<file path="config.mk">
export PLATFORM = sky130hd
export DESIGN_NAME = sprite_motion_ctrl
export DESIGN_NICKNAME = d
export VERILOG_FILES = /design/src/rtl/sprite_motion_ctrl.sv
export SDC_FILE = /design/constraint.sdc
export NUM_CORES = 1
export LEC_CHECK = 0
export BUFFER_PORTS_ARGS = -buffer_cell sky130_fd_sc_hd__buf_2
export CAP_MARGIN = 20
export CORE_UTILIZATION = 53
export DETAILED_ROUTE_END_ITERATION = 10
export MAX_ROUTING_LAYER = met4
export PLACE_DENSITY = 0.78
export SETUP_SLACK_MARGIN = 0.1
export SLEW_MARGIN = 40
export SYNTH_ARGS = -nofsm -noshare
export SYNTH_HDL_FRONTEND = slang
export SYNTH_SLANG_ARGS = --single-unit
</file>
<file path="constraint.sdc">
create_clock -name pixel_clk -period 2.4 [get_ports pixel_clk]
set_input_delay 0.48 -clock pixel_clk [delete_from_list [all_inputs] [get_ports pixel_clk]]
set_output_delay 0.48 -clock pixel_clk [all_outputs]
set_load 0.01 [all_outputs]
</file>
<file path="src/rtl/sprite_motion_ctrl.sv">
// sprite_motion_ctrl
//   Frame-synchronous position controller for a SIZE x SIZE sprite. It latches
//   signed dx/dy tilt samples and applies one bounded position update per
//   enabled frame tick. The tick fires at line TICK_LINE, which is in vertical
//   blanking, so a new position never appears part-way through a visible frame.
//   It also produces a registered per-pixel "inside sprite" flag.
//
// Ports
//   pixel_clk        pixel clock (only clock)
//   rst_n            asynchronous active-low reset
//   hcounter[10:0]   current pixel column from the VGA timing generator
//   vcounter[10:0]   current pixel line from the VGA timing generator
//   movementData[9:0] {dx[4:0], dy[4:0]}, two's complement, valid on move_valid
//   move_valid       one-cycle strobe qualifying movementData
//   hold             1 = ignore frame ticks (sprite frozen, divider frozen)
//   h_min/h_max      sprite left/right column (h_max = h_min+SIZE-1)
//   v_min/v_max      sprite top/bottom line  (v_max = v_min+SIZE-1)
//   sprite_on        registered: previous (hcounter,vcounter) lies in the sprite
//   frame_done       one-cycle pulse when a position update commits
//   edge_hit         one-cycle pulse with frame_done when either axis clamped
module sprite_motion_ctrl #(
  parameter int HLINES    = 640,
  parameter int VLINES    = 480,
  parameter int SIZE      = 40,
  parameter int TICK_LINE = 481,
  parameter int FRAME_DIV = 1,
  parameter int H_INIT    = 300,
  parameter int V_INIT    = 220
) (
  input  logic        pixel_clk,
  input  logic        rst_n,
  input  logic [10:0] hcounter,
  input  logic [10:0] vcounter,
  input  logic [9:0]  movementData,
  input  logic        move_valid,
  input  logic        hold,
  output logic [10:0] h_min,
  output logic [10:0] h_max,
  output logic [10:0] v_min,
  output logic [10:0] v_max,
  output logic        sprite_on,
  output logic        frame_done,
  output logic        edge_hit
);

  localparam logic signed [12:0] H_LIM = 13'(HLINES - SIZE);
  localparam logic signed [12:0] V_LIM = 13'(VLINES - SIZE);
  localparam logic [10:0]        SPAN  = 11'(SIZE - 1);
  localparam logic [7:0]         DIV_LAST = 8'(FRAME_DIV - 1);

  typedef enum logic [1:0] {IDLE, CALC, CLAMP, COMMIT} state_t;

  state_t            state, state_nxt;
  logic              tick, tick_q, tick_rise;
  logic        [7:0] div_cnt, div_cnt_nxt;
  logic signed [4:0] dx, dy;
  logic signed [12:0] dx_ext, dy_ext;
  logic signed [12:0] cand_h_p0, cand_v_p0;
  logic        [11:0] h_clamp, v_clamp;   // {clamped flag, value}

  // Returns {flag, value}: value limited to [0, lim], flag set only when the
  // candidate lay strictly outside that range.
  function automatic logic [11:0] clamp_axis(input logic signed [12:0] cand,
                                             input logic signed [12:0] lim);
    if (cand < 13'sd0)
      return {1'b1, 11'd0};
    else if (cand > lim)
      return {1'b1, lim[10:0]};
    else
      return {1'b0, cand[10:0]};
  endfunction

  assign tick      = (vcounter == 11'(TICK_LINE)) && (hcounter == 11'd0);
  assign tick_rise = tick && !tick_q;
  assign dx_ext    = {{8{dx[4]}}, dx};
  assign dy_ext    = {{8{dy[4]}}, dy};
  assign h_clamp   = clamp_axis(cand_h_p0, H_LIM);
  assign v_clamp   = clamp_axis(cand_v_p0, V_LIM);

  always_ff @(posedge pixel_clk or negedge rst_n) begin
    if (!rst_n) state <= IDLE;
    else        state <= state_nxt;
  end

  always_comb begin
    state_nxt   = state;
    div_cnt_nxt = div_cnt;
    case (state)
      IDLE: begin
        if (tick_rise && !hold) begin
          if (FRAME_DIV == 1 || div_cnt == DIV_LAST) begin
            div_cnt_nxt = 8'd0;
            state_nxt   = CALC;
          end else begin
            div_cnt_nxt = div_cnt + 8'd1;
          end
        end
      end
      CALC:    state_nxt = CLAMP;
      CLAMP:   state_nxt = COMMIT;
      COMMIT:  state_nxt = IDLE;
      default: state_nxt = IDLE;
    endcase
  end

  // Control and output registers
  always_ff @(posedge pixel_clk or negedge rst_n) begin
    if (!rst_n) begin
      tick_q     <= 1'b0;
      div_cnt    <= 8'd0;
      dx         <= '0;
      dy         <= '0;
      h_min      <= 11'(H_INIT);
      h_max      <= 11'(H_INIT + SIZE - 1);
      v_min      <= 11'(V_INIT);
      v_max      <= 11'(V_INIT + SIZE - 1);
      sprite_on  <= 1'b0;
      frame_done <= 1'b0;
      edge_hit   <= 1'b0;
    end else begin
      tick_q  <= tick;
      div_cnt <= div_cnt_nxt;
      // A sample landing during CALC is taken at the same edge that captures
      // the candidates, so the in-flight update still uses the old dx/dy.
      if (move_valid) begin
        dx <= movementData[9:5];
        dy <= movementData[4:0];
      end
      sprite_on  <= (hcounter >= h_min) && (hcounter <= h_max) &&
                    (vcounter >= v_min) && (vcounter <= v_max);
      // Clamped values are written on the edge entering COMMIT, so the new
      // position and the pulses are visible during the COMMIT cycle.
      frame_done <= (state == CLAMP);
      edge_hit   <= (state == CLAMP) && (h_clamp[11] || v_clamp[11]);
      if (state == CLAMP) begin
        h_min <= h_clamp[10:0];
        h_max <= h_clamp[10:0] + SPAN;
        v_min <= v_clamp[10:0];
        v_max <= v_clamp[10:0] + SPAN;
      end
    end
  end

  // Stage p0: candidate positions. Tilt in dy moves the sprite horizontally
  // and dx moves it vertically, both with inverted sense.
  always_ff @(posedge pixel_clk) begin
    if (state == CALC) begin
      cand_h_p0 <= $signed({2'b00, h_min}) - dy_ext;
      cand_v_p0 <= $signed({2'b00, v_min}) - dx_ext;
    end
  end

endmodule

</file>
; ---- Yosys cells after proc, flatten, opt, wreduce, memory -nomap -nowiden
; Cells that the tools add are included.
[totals]
register_bits = 86
out_inout_bits = 47
[classes]
n_eq_ne = 5
reduce_logical = 12
mux = 6
n_lt_le_gt_ge = 8
add_sub_neg = 4
[ops]
columns = op, count
row1 = $mux 12, 4
row2 = $lt 13x1->1 const B, 2
row3 = $sub 12x5->13, 2
row4 = $add 11x6->11 const B, 2
row5 = $ge 11x11->1, 2
row6 = $le 11x11->1, 2
row7 = $gt 13x10->1 const B, 1
row8 = $gt 13x11->1 const B, 1
row9 = $eq 11x9->1 const B, 1
row10 = $logic_not 11->1, 1
row11 = $pmux 2 s4, 1
row12 = $logic_and 1x1->1, 7
row13 = $eq 2x2->1 const B, 2
row14 = $eq 2x1->1 const B, 1
row15 = $logic_not 1->1, 2
row16 = $logic_not 2->1, 1
row17 = $mux 2, 1
row18 = $ne 2x2->1 const B, 1
row19 = $logic_or 1x1->1, 1

; ---- Longest topological paths before layout
; Gate-level depths: netlist of run 1.
[logic_depth]
word_depth = 6
ltp_mapped = 11

; ---- Worst setup path after synthesis of run 1
; Ideal clock, no wire load.
[synth_timing]
kind = reg-to-reg
start = register cand_v_p0[11]
end = register v_max[8]
path_stages_with_launch = 11
arrival_time_ps = 2306
required_time_ps = 2327
setup_slack_ps = 21
cell_sequence = edfxtp_1 -> or4_1 -> buf_2 -> nor2_1 -> nand2_1 -> ha_1 -> nor2b_1 -> or2_2 -> a21oi_2 -> a31oi_1 -> a21oi_1
[synth_via]
elab_chain_cells = 4
word_cells_on_any_way = 5
cone_classes = 1 x add/sub / 2 x order compare / 2 x mux
[synth_lines]
columns = item, line
row1 = "start, declared", 58  ; logic signed [12:0] cand_h_p0, cand_v_p0;
row2 = "start signal, assigned", 149  ; cand_v_p0 <= $signed({2'b00, v_min}) - dx_ext;
row3 = $gt 13x10->1, 67  ; else if (cand > lim)
row4 = $mux 12, 67
row5 = $mux 12 (*), 65  ; if (cand < 13'sd0)
row6 = $add 11x6->11 (*), 139  ; v_max <= v_clamp[10:0] + SPAN;
row7 = "end signal, assigned", 116  ; v_max <= 11'(V_INIT + SIZE - 1);
row8 = "end signal, assigned", 139
row9 = "end, declared", 40  ; output logic [10:0] v_max,
; Every way passes the cells marked *; elsewhere a longest branch is shown, timed or not.
; A chain may end at the register's enable or synchronous reset.

; ---- Worst setup path after layout of run 1
[layout_timing]
start = register cand_v_p0[0]
end = register v_max[8]
; Same word-level chain as after synthesis.

==> results of run 1 <==
per-stage QoR:
step / hold WS, ns / cells / TNS [ns] / util [%] / area [um2]
after floorplan: 0.184 / 607 / 0 / - / 5930
after global placement: 0.462 / 844 / 0 / 61.6 / 6680
after detailed placement: 0.473 / 844 / -0.0114 / 61.6 / 6680
after CTS: 0.0693 / 864 / 0 / 63.4 / 6870
after global routing: 0.0727 / 873 / -0.0811 / 64.5 / 6990
final: 0.0671 / 873 / 0 / 64.5 / 6990
layer usage:
| layer | vias up | part of all wire, % | global-route usage (%) |
|---|---|---|---|
| li1 | 2456 | - | - |
| met1 | 2364 | 46 | 35.0 |
| met2 | 156 | 45 | 39.6 |
| met3 | 28 | 5.5 | 2.54 |
| met4 | 0 | 3.1 | 12.0 |
| met5 | - | 0 | - |
worst reg2reg max path: stages (launching register included):
cell                       delay [ns]
sky130_fd_sc_hd__edfxtp_1        0.41
sky130_fd_sc_hd__or3_4           0.41
sky130_fd_sc_hd__a41oi_2         0.24
sky130_fd_sc_hd__o21a_1          0.19
sky130_fd_sc_hd__nand2_2         0.10
sky130_fd_sc_hd__ha_4            0.17
sky130_fd_sc_hd__nor2b_4         0.12
sky130_fd_sc_hd__or2_4           0.23
sky130_fd_sc_hd__a21oi_4         0.14
sky130_fd_sc_hd__a31oi_1         0.11
sky130_fd_sc_hd__a21oi_1         0.18
Yosys cell counts (5+ instances only):
library cell | count | area (um2)
sky130_fd_sc_hd__xor2_1 | 8 | 70.1
sky130_fd_sc_hd__o22ai_1 | 6 | 37.5
sky130_fd_sc_hd__inv_1 | 72 | 270
sky130_fd_sc_hd__mux2i_1 | 7 | 70.1
sky130_fd_sc_hd__nor3b_1 | 7 | 52.6
sky130_fd_sc_hd__o31ai_1 | 5 | 37.5
sky130_fd_sc_hd__o21a_1 | 23 | 173
sky130_fd_sc_hd__edfxtp_1 | 26 | 781
sky130_fd_sc_hd__nand4_1 | 7 | 43.8
sky130_fd_sc_hd__o21ai_0 | 36 | 180
sky130_fd_sc_hd__nand2_1 | 42 | 158
sky130_fd_sc_hd__nor3_1 | 12 | 60.1
sky130_fd_sc_hd__nor2_1 | 45 | 169
sky130_fd_sc_hd__and2_1 | 5 | 31.3
sky130_fd_sc_hd__dfrtp_1 | 43 | 1080
sky130_fd_sc_hd__clkbuf_1 | 5 | 18.8
sky130_fd_sc_hd__a31oi_1 | 9 | 56.3
sky130_fd_sc_hd__dfstp_2 | 17 | 447
sky130_fd_sc_hd__nand4b_1 | 5 | 43.8
sky130_fd_sc_hd__xnor2_1 | 15 | 131
sky130_fd_sc_hd__o211ai_1 | 11 | 82.6
sky130_fd_sc_hd__nor2b_1 | 10 | 62.6
sky130_fd_sc_hd__nand3_1 | 13 | 65.1
sky130_fd_sc_hd__a21oi_1 | 18 | 90.1
sky130_fd_sc_hd__mux2_2 | 5 | 56.3
sky130_fd_sc_hd__ha_1 | 74 | 926
cell type report:
class,instances,area (um2)
Tap cell,140,175
Clock buffer,11,131
Timing Repair Buffer,122,723
Multi-Input combinational cell,437,3360
Sequential cell,86,2300
Fill cell,904,3850
Inverter,72,270
Clock inverter,5,25.0
sequential cells by signal (all words and copies together) (netlist names):
| signal | cells |
|---|---|
| edge_hit | 1 |
| v_min | 11 |
| dy | 5 |
| cand_h_p0 | 13 |
| h_min | 11 |
| h_max | 11 |
| dx | 5 |
| state | 2 |
| cand_v_p0 | 13 |
| sprite_on | 1 |
| frame_done | 1 |
| v_max | 11 |
| tick_q | 1 |
how the worst max path moves through the flow:
stage	from	end	slack, ns
floorplan	cand_v_p0[9]	v_max[8]	0.09
global placement	vcounter[8]	sprite_on	0.06
detailed placement	cand_v_p0[1]	v_max[8]	-0.01
CTS	cand_v_p0[2]	v_max[8]	0.09
global route	cand_v_p0[0]	v_max[8]	-0.08
finish	cand_v_p0[0]	v_max[8]	0.04
logic make-up after synthesis:
group	after synthesis	share of synthesized area, %
and+or+nand+nor	173	15.2
DFF	86	39.0
buffers and inverters	84	5.40
adders and majority gates	76	16.3
xor gates and xnor gates	23	3.41
muxes	12	2.14
AOI/OAI and AO/OA	153	18.5
power by group:
part	total (mW)	internal, mW	switching (mW)
registers	2.78	2.29	0.497
clock network	0.878	0.369	0.509
logic	4.35	1.90	2.45
what timing repair did:
action / CTS / global route
gates cloned: 0 / 0
setup buffers: 4 / 9
resized for setup: 4 / 8
endpoints found under the setup margin: 3 / 9
hold buffers: 0 / 0
pin swaps: 8 / 10
==> insert_results.sql, run 1 <==
INSERT INTO impl_metrics (metric_group, metric, value, unit) VALUES
('timing', 'min_period_over_period', '98.4', '%'),
('die', 'die_area', '0.0116', 'mm2'),
('setup_path', 'critical_path_required', '2.70', 'ns'),
('setup_path', 'startpoint_type', 'register', ''),
('clocking', 'ctsLongestPathBuffers', '2', ''),
('timing', 'report.final.slew_viol_count', '0', ''),
('finish', 'final_net_count', '840', ''),
('pwr', 'max-vdd-ir-drop', '0.000486', 'V'),
('global_route', 'antenna_violations_before_repair', '0', ''),
('synth', 'synth_enable_flop_cells', '26', ''),
('die', 'area_of_the_core_region', '0.0108', 'mm2'),
('synth', 'dominantRegCellSynth', 'sky130_fd_sc_hd__dfrtp_1', ''),
('setup_path', 'critical_path.endpoint_type', 'register', ''),
('clocking', 'ctsRootBufferMaster', 'sky130_fd_sc_hd__clkbuf_8', ''),
('timing', 'slew_headroom', '59.7', '%'),
('setup_path', 'worstSetupPathDepth', '10', ''),
('setup_path', 'crit_path_top_delay_cell', 'sky130_fd_sc_hd__edfxtp_1', ''),
('setup_path', 'arrival', '2.66', 'ns'),
('timing', 'setup_ws_final', '0.0388', 'ns'),
('synth', 'synth-warning-count', '0', ''),
('finish', 'layout_commonest_cell', 'sky130_fd_sc_hd__buf_2', ''),
('placement', 'placement.io_buffers', '82', ''),
('clocking', 'register_clock_pin_slew_on_the_reported_worst_setup_and_hold_paths', '0.09', 'ns'),
('synth', 'synthesis.instances', '607', ''),
('timing', 'timing_worst_slew_pin_value', '0.597', 'ns'),
('synth', 'synth.yosys.seq_area_share', '39.0', '%'),
('setup_path', 'r2r.worst_path.cells', '10', ''),
('timing', 'setup_violations', '0', ''),
('finish', 'mostFrequentLayoutCells', 'sky130_fd_sc_hd__buf_2 (82), sky130_fd_sc_hd__inv_1 (72), sky130_fd_sc_hd__ha_1 (71), sky130_fd_sc_hd__nor2_1 (44), sky130_fd_sc_hd__dfrtp_1 (43)', ''),
('pwr', 'p_total', '8.01', 'mW'),
('placement', 'gpl.final_weighted_congestion', '0.932', ''),
('clocking', 'htree_levels', '3', ''),
('global_route', 'grt_pass1_wl', '22300', 'um'),
('route', 'viasPerCell', '5.73', ''),
('global_route', 'grt_pass1_vias', '4637', ''),
('timing', 'grt_setup_unrepaired', 'true', ''),
('placement', 'worst_slack_at_placement', '-0.0114', 'ns'),
('setup_path', 'timing.critical_path.buf_inv', '0', ''),
('global_route', 'grt_use_total', '26.0', '%'),
('pwr', 'static_leakage', '3.17', 'nW'),
('timing', 'clock_skew', '0.0113', 'ns'),
('setup_path', 'crit_path_max_fo', '3', ''),
('setup_path', 'r2r-end', 'v_max[8]', ''),
('route', 'routed_length_per_placed_instance', '16.7', 'um'),
('setup_path', 'worst_r2r_startpoint', 'cand_v_p0[0]', ''),
('route', 'routed_vias', '5004', ''),
('die', 'core.rowCount', '38', ''),
('synth', 'synth_nets', '719', ''),
('route', 'detail_route.wirelength', '14600', 'um'),
('clocking', 'tritoncts_num_sinks', '86', ''),
('finish', 'layout-drive-gt1-share', '25.1', '%'),
('placement', 'hpwlAfterDp', '11400', 'um'),
('outcome', 'status', 'complete, no violations', ''),
('global_route', 'global_route.overflow_total', '0', ''),
('setup_path', 'critPathKind', 'reg -> reg', ''),
('finish', 'antenna-diode-count', '0', ''),
('synth', 'yosysUniqueCellTypes', '67', ''),
('setup_path', 'r2r_setup_slack', '0.04', 'ns'),
('die', 'die-height', '108', 'um'),
('clocking', 'cts_inserted_buffers', '9', ''),
('synth', 'post_syn_area_per_cell', '9.73', 'um2'),
('die', 'initial_utilization', '54.5', '%'),
('route', 'drt_first_pass_iters', '5', ''),
('synth', 'yosys_register_bits', '86', ''),
('finish', 'area_added_between_synthesis_and_finish', '18.3', '%'),
('route', 'initialDrtViolationCount', '291', ''),
('clocking', 'tritoncts_clock_tree', 'built', ''),
('timing', 'timing_limited_maximum_frequency', '0.424', 'GHz'),
('route', 'route.detailed.drc', '0', ''),
('clocking', 'worst_skew_pair.late_latency', '0.36', 'ns'),
('min_path', 'holdCritPathClass', 'in -> async', '');
Power figures use the tool's default switching activity.
==> run 2, diff against run 1 <==
Settings changed: ABC_AREA set to 1.
==> run 2 against run 1 <==
Compared with the run above:
- flip-flop and latch count is the same
- synthesized cell count grew 19%
- cell area shrank 3.8%
- power shrank 7.4%
- largest cell class unchanged
==> insert_results.sql, run 2 <==
INSERT INTO impl_metrics (metric_group, metric, value, unit) VALUES
('synth', 'dominantRegCellSynth', 'sky130_fd_sc_hd__dfrtp_1', ''),
('global_route', 'grt_use_total', '27.0', '%'),
('global_route', 'grt_util_met2', '42.5', '%'),
('synth', 'netlist_area', '0.00589', 'mm2'),
('synth', 'synth_area_leaders', 'sky130_fd_sc_hd__dfrtp_1 (18%), sky130_fd_sc_hd__ha_1 (16%), sky130_fd_sc_hd__edfxtp_1 (13%)', ''),
('route', 'detail_route.wirelength', '14400', 'um'),
('setup_path', 'setup_crit_start', 'h_min[2]', ''),
('timing', 'tns', '0', 'ns'),
('clocking', 'tritoncts_num_sinks', '86', ''),
('synth', 'combinational_family_with_the_most_area_after_synthesis', 'simple AND/OR/NAND/NOR gates', ''),
('pwr', 'comb_power_share', '50.0', '%'),
('clocking', 'tritoncts_clock_tree', 'built', ''),
('synth', 'yosys.cell_count.top_type', 'sky130_fd_sc_hd__nand2_1', ''),
('setup_path', 'r2r-end', 'cand_h_p0[9]', ''),
('timing', 'timing_worst_slew_pin_value', '0.672', 'ns'),
('placement', 'hpwlAfterDp', '11400', 'um'),
('setup_path', 'worst_r2r_startpoint', 'h_min[2]', ''),
('synth', 'yosys_register_bits', '86', ''),
('setup_path', 'critPathTopFamily', 'compound AO/OA/AOI/OAI gates', ''),
('route', 'drt_first_pass_iters', '5', ''),
('finish', 'multi_input_area', '0.00310', 'mm2'),
('clocking', 'htree_levels', '3', ''),
('route', 'postRouteAntennaNets', '0', ''),
('timing', 'slew_headroom', '55.2', '%'),
('global_route', 'grtUsageMet3', '5.81', '%'),
('synth', 'synth_enable_flop_cells', '26', ''),
('pwr', 'p_total', '7.42', 'mW'),
('global_route', 'grt_pass1_vias', '4922', ''),
('synth', 'yosys.area_share.simple', '20.6', '%'),
('placement', 'placement.io_buffers', '82', ''),
('global_route', 'antenna_violations_before_repair', '0', ''),
('synth', 'post_synthesis_mux_area_share', '0.382', '%'),
('min_path', 'holdCritPathClass', 'in -> async', ''),
('finish', 'final_net_count', '926', ''),
('clocking', 'worst_skew_pair.late_latency', '0.37', 'ns'),
('route', 'routed_length_per_placed_instance', '15.0', 'um'),
('pwr', 'total_switching_power', '3.32', 'mW'),
('flow_run', 'maxCapViolations', '0', ''),
('setup_path', 'worstSetupPathDepth', '11', ''),
('setup_path', 'cell_by_cell_listing_of_the_critical_path', 'ha_1, a21oi_1, o21ai_2, nand2_1, nand2_1, a21oi_2, o21ai_1, nand2_1, nand3_1, nand2_1, nand2_1', ''),
('timing', 'setup_violations', '0', ''),
('synth', 'synth-xor-area-share', '3.12', '%'),
('pwr', 'static_leakage', '3.39', 'nW'),
('synth', 'synth_top_area_cell', 'sky130_fd_sc_hd__dfrtp_1', ''),
('timing', 'grt_setup_unrepaired', 'false', ''),
('setup_path', 'timing.critical_path.buf_inv', '0', ''),
('finish', 'antenna-diode-count', '0', ''),
('placement', 'gpl.final_weighted_congestion', '0.891', ''),
('timing', 'clock_skew', '0.00740', 'ns'),
('finish', 'mostFrequentLayoutCells', 'sky130_fd_sc_hd__nand2_1 (148), sky130_fd_sc_hd__inv_1 (114), sky130_fd_sc_hd__buf_2 (82), sky130_fd_sc_hd__ha_1 (74), sky130_fd_sc_hd__nor2_1 (52)', ''),
('finish', 'layout_commonest_cell', 'sky130_fd_sc_hd__nand2_1', ''),
('timing', 'report.final.slew_viol_count', '0', ''),
('setup_path', 'critPathKind', 'reg -> reg', ''),
('setup_path', 'crit_path_max_fo', '4', ''),
('global_route', 'grt_pass1_wl', '23200', 'um'),
('die', 'num_io_pins', '83', ''),
('setup_path', 'crit_path_max_incr_delay', '0.59', 'ns'),
('route', 'initialDrtViolationCount', '270', ''),
('clocking', 'cts_inserted_buffers', '9', ''),
('global_route', 'globalRouteMet1Util', '35.2', '%'),
('synth', 'synth.yosys.seq_area_share', '39.1', '%'),
('setup_path', 'startpoint_type', 'register', ''),
('synth', 'compound_gate_portion_of_the_synthesized_area', '12.0', '%'),
('pwr', 'max-vdd-ir-drop', '0.000436', 'V'),
('clocking', 'ctsRootBufferMaster', 'sky130_fd_sc_hd__clkbuf_8', ''),
('die', 'area_of_the_core_region', '0.0108', 'mm2'),
('timing', 'min_period_over_period', '89.4', '%'),
('outcome', 'status', 'complete, no violations', ''),
('die', 'die-height', '107', 'um'),
('global_route', 'global_route.overflow_total', '0', ''),
('clocking', 'ctsLongestPathBuffers', '2', ''),
('route', 'route.detailed.drc', '0', ''),
('setup_path', 'crit_path_top_delay_cell', 'sky130_fd_sc_hd__dfstp_2', ''),
('pwr', 'power_density', '1100', 'mW/mm2'),
('synth', 'leading_cell_types_by_count_after_synthesis', 'sky130_fd_sc_hd__nand2_1 (148), sky130_fd_sc_hd__inv_1 (115), sky130_fd_sc_hd__ha_1 (74), sky130_fd_sc_hd__nor2_1 (52), sky130_fd_sc_hd__a21oi_1 (46)', ''),
('setup_path', 'r2r_setup_slack', '0.25', 'ns'),
('synth', 'yosysTopAreaCellShare', '18.3', '%'),
('synth', 'yosysUniqueCellTypes', '40', ''),
('setup_path', 'crit_top_cell', 'sky130_fd_sc_hd__nand2_1', ''),
('setup_path', 'critPathCapture', 'cand_h_p0[9]', ''),
('timing', 'timing_limited_maximum_frequency', '0.466', 'GHz'),
('global_route', 'pin_count_of_the_biggest_net_entering_global_routing', '50', ''),
('setup_path', 'critical_path.endpoint_type', 'register', ''),
('synth', 'synth_nets', '833', ''),
('finish', 'sequential_cell_area', '0.00230', 'mm2'),
('setup_path', 'arrival', '2.27', 'ns'),
('synth', 'synth-warning-count', '0', ''),
('die', 'core.rowCount', '38', ''),
('synth', 'synth_fa_ha_area_share', '16.4', '%'),
('pwr', 'seqPwrFrac', '36.7', '%'),
('finish', 'largest_registers', 'cand_h_p0: 13 flops, cand_v_p0: 13 flops', ''),
('route', 'viasPerCell', '5.43', ''),
('finish', 'layout-drive-gt1-share', '18.3', '%'),
('synth', 'synthesis.instances', '721', ''),
('die', 'initial_utilization', '54.4', '%'),
('pwr', 'clkPwrFrac', '13.4', '%'),
('clocking', 'register_clock_pin_slew_on_the_reported_worst_setup_and_hold_paths', '0.09', 'ns'),
('die', 'die_area', '0.0115', 'mm2'),
('synth', 'post_syn_area_per_cell', '8.17', 'um2'),
('timing', 'hold_viol_final', '0', ''),
('timing', 'final.min_clock_period', '2.15', 'ns'),
('synth', 'async_flop_share', '69.8', '%'),
('global_route', 'global_route.peak_usage_layer', 'met2', ''),
('finish', 'n_fill_cell', '934', ''),
('pwr', 'p_int', '4.09', 'mW'),
('finish', 'area_added_between_synthesis_and_finish', '14.1', '%'),
('setup_path', 'critical_path_required', '2.53', 'ns'),
('setup_path', 'r2r.worst_path.cells', '11', ''),
('die', 'die-width', '107', 'um'),
('route', 'routed_vias', '5207', ''),
('pwr', 'p_sw_share', '44.8', '%');
## run 2: cell count changes in the layout (fill, tap and decap cells not counted), sizes merged, moves of 11 or more
cell and delta:
a21oi +28, inv +47, xnor2 -13, buf -30, xor2 +11, o21a -21, nand3 +30, o21ai +15
nand2 +114
## run 2: through the flow
stage,instance area [um2],hold WS (ns),instances,setup slack (ns),utilization [%]
2_1_floorplan,5890,0.184,721,0.460,-
3_3_place_gp,6480,0.478,937,0.306,59.8
3_5_place_dp,6480,0.477,937,0.226,59.8
4_1_cts,6670,0.165,953,0.204,61.5
5_1_grt,6720,0.184,959,0.0860,62.0
6_report,6720,0.142,959,0.254,62.0
## run 2: worst min path at each step
stage	start	to
global placement	h_max[0]	h_max[0]
finish	rst_n	v_min[8]
detailed placement	h_max[8]	h_max[8]
global route	rst_n	v_min[8]
CTS	rst_n	v_max[6]
floorplan	rst_n	dx[0]
## run 2: kinds of logic (layout without fill, tap and decap cells)
group / Yosys count / in the layout
multiplexers: 2 / 2
AO/OA/AOI/OAI: 125 / 125
flip-flops: 86 / 86
adder cells (fa/ha/maj): 76 / 76
AND/OR/NAND/NOR: 280 / 280
buffers and inverters: 131 / 229
XOR/XNOR: 21 / 21
## run 2: per-layer routing
| metal | wire length [um] | vias to the layer above |
|---|---|---|
| met5 | 0 | - |
| met2 | 6510 | 186 |
| li1 | - | 2582 |
| met1 | 6660 | 2409 |
| met4 | 267 | 0 |
| met3 | 977 | 30 |
## run 2: power groups by stage
stage	Clock, mW	Sequential [mW]	Combinational, mW
2_1_floorplan	0	2.74	2.45
3_3_place_gp	0	2.72	3.46
3_5_place_dp	0	2.74	3.62
4_1_cts	0.996	2.71	3.64
5_1_grt	1.07	2.77	4.18
6_report	0.991	2.72	3.71
## run 2: cell type report
| class | instances | share of cell area (%) |
|---|---|---|
| clock buffer | 12 | 2.48 |
| clock inverter | 4 | 0.279 |
| inverter | 121 | 6.81 |
| multi-input combinational | 504 | 46.2 |
| sequential | 86 | 34.3 |
| tap | 140 | 2.61 |
| timing repair buffer | 92 | 7.41 |
## run 2: worst register-to-register path, stage by stage (launching register included)
cell	delay, ns
sky130_fd_sc_hd__dfstp_2	0.59
sky130_fd_sc_hd__ha_1	0.29
sky130_fd_sc_hd__a21oi_1	0.18
sky130_fd_sc_hd__o21ai_2	0.11
sky130_fd_sc_hd__nand2_1	0.07
sky130_fd_sc_hd__nand2_1	0.07
sky130_fd_sc_hd__a21oi_2	0.19
sky130_fd_sc_hd__o21ai_1	0.14
sky130_fd_sc_hd__nand2_1	0.11
sky130_fd_sc_hd__nand3_1	0.07
sky130_fd_sc_hd__nand2_1	0.06
sky130_fd_sc_hd__nand2_1	0.05
## run 2: timing repair
item	CTS	global route
gates resized for setup	0	3
setup endpoints to repair	0	4
buffers inserted	0	6
hold buffers	0	0
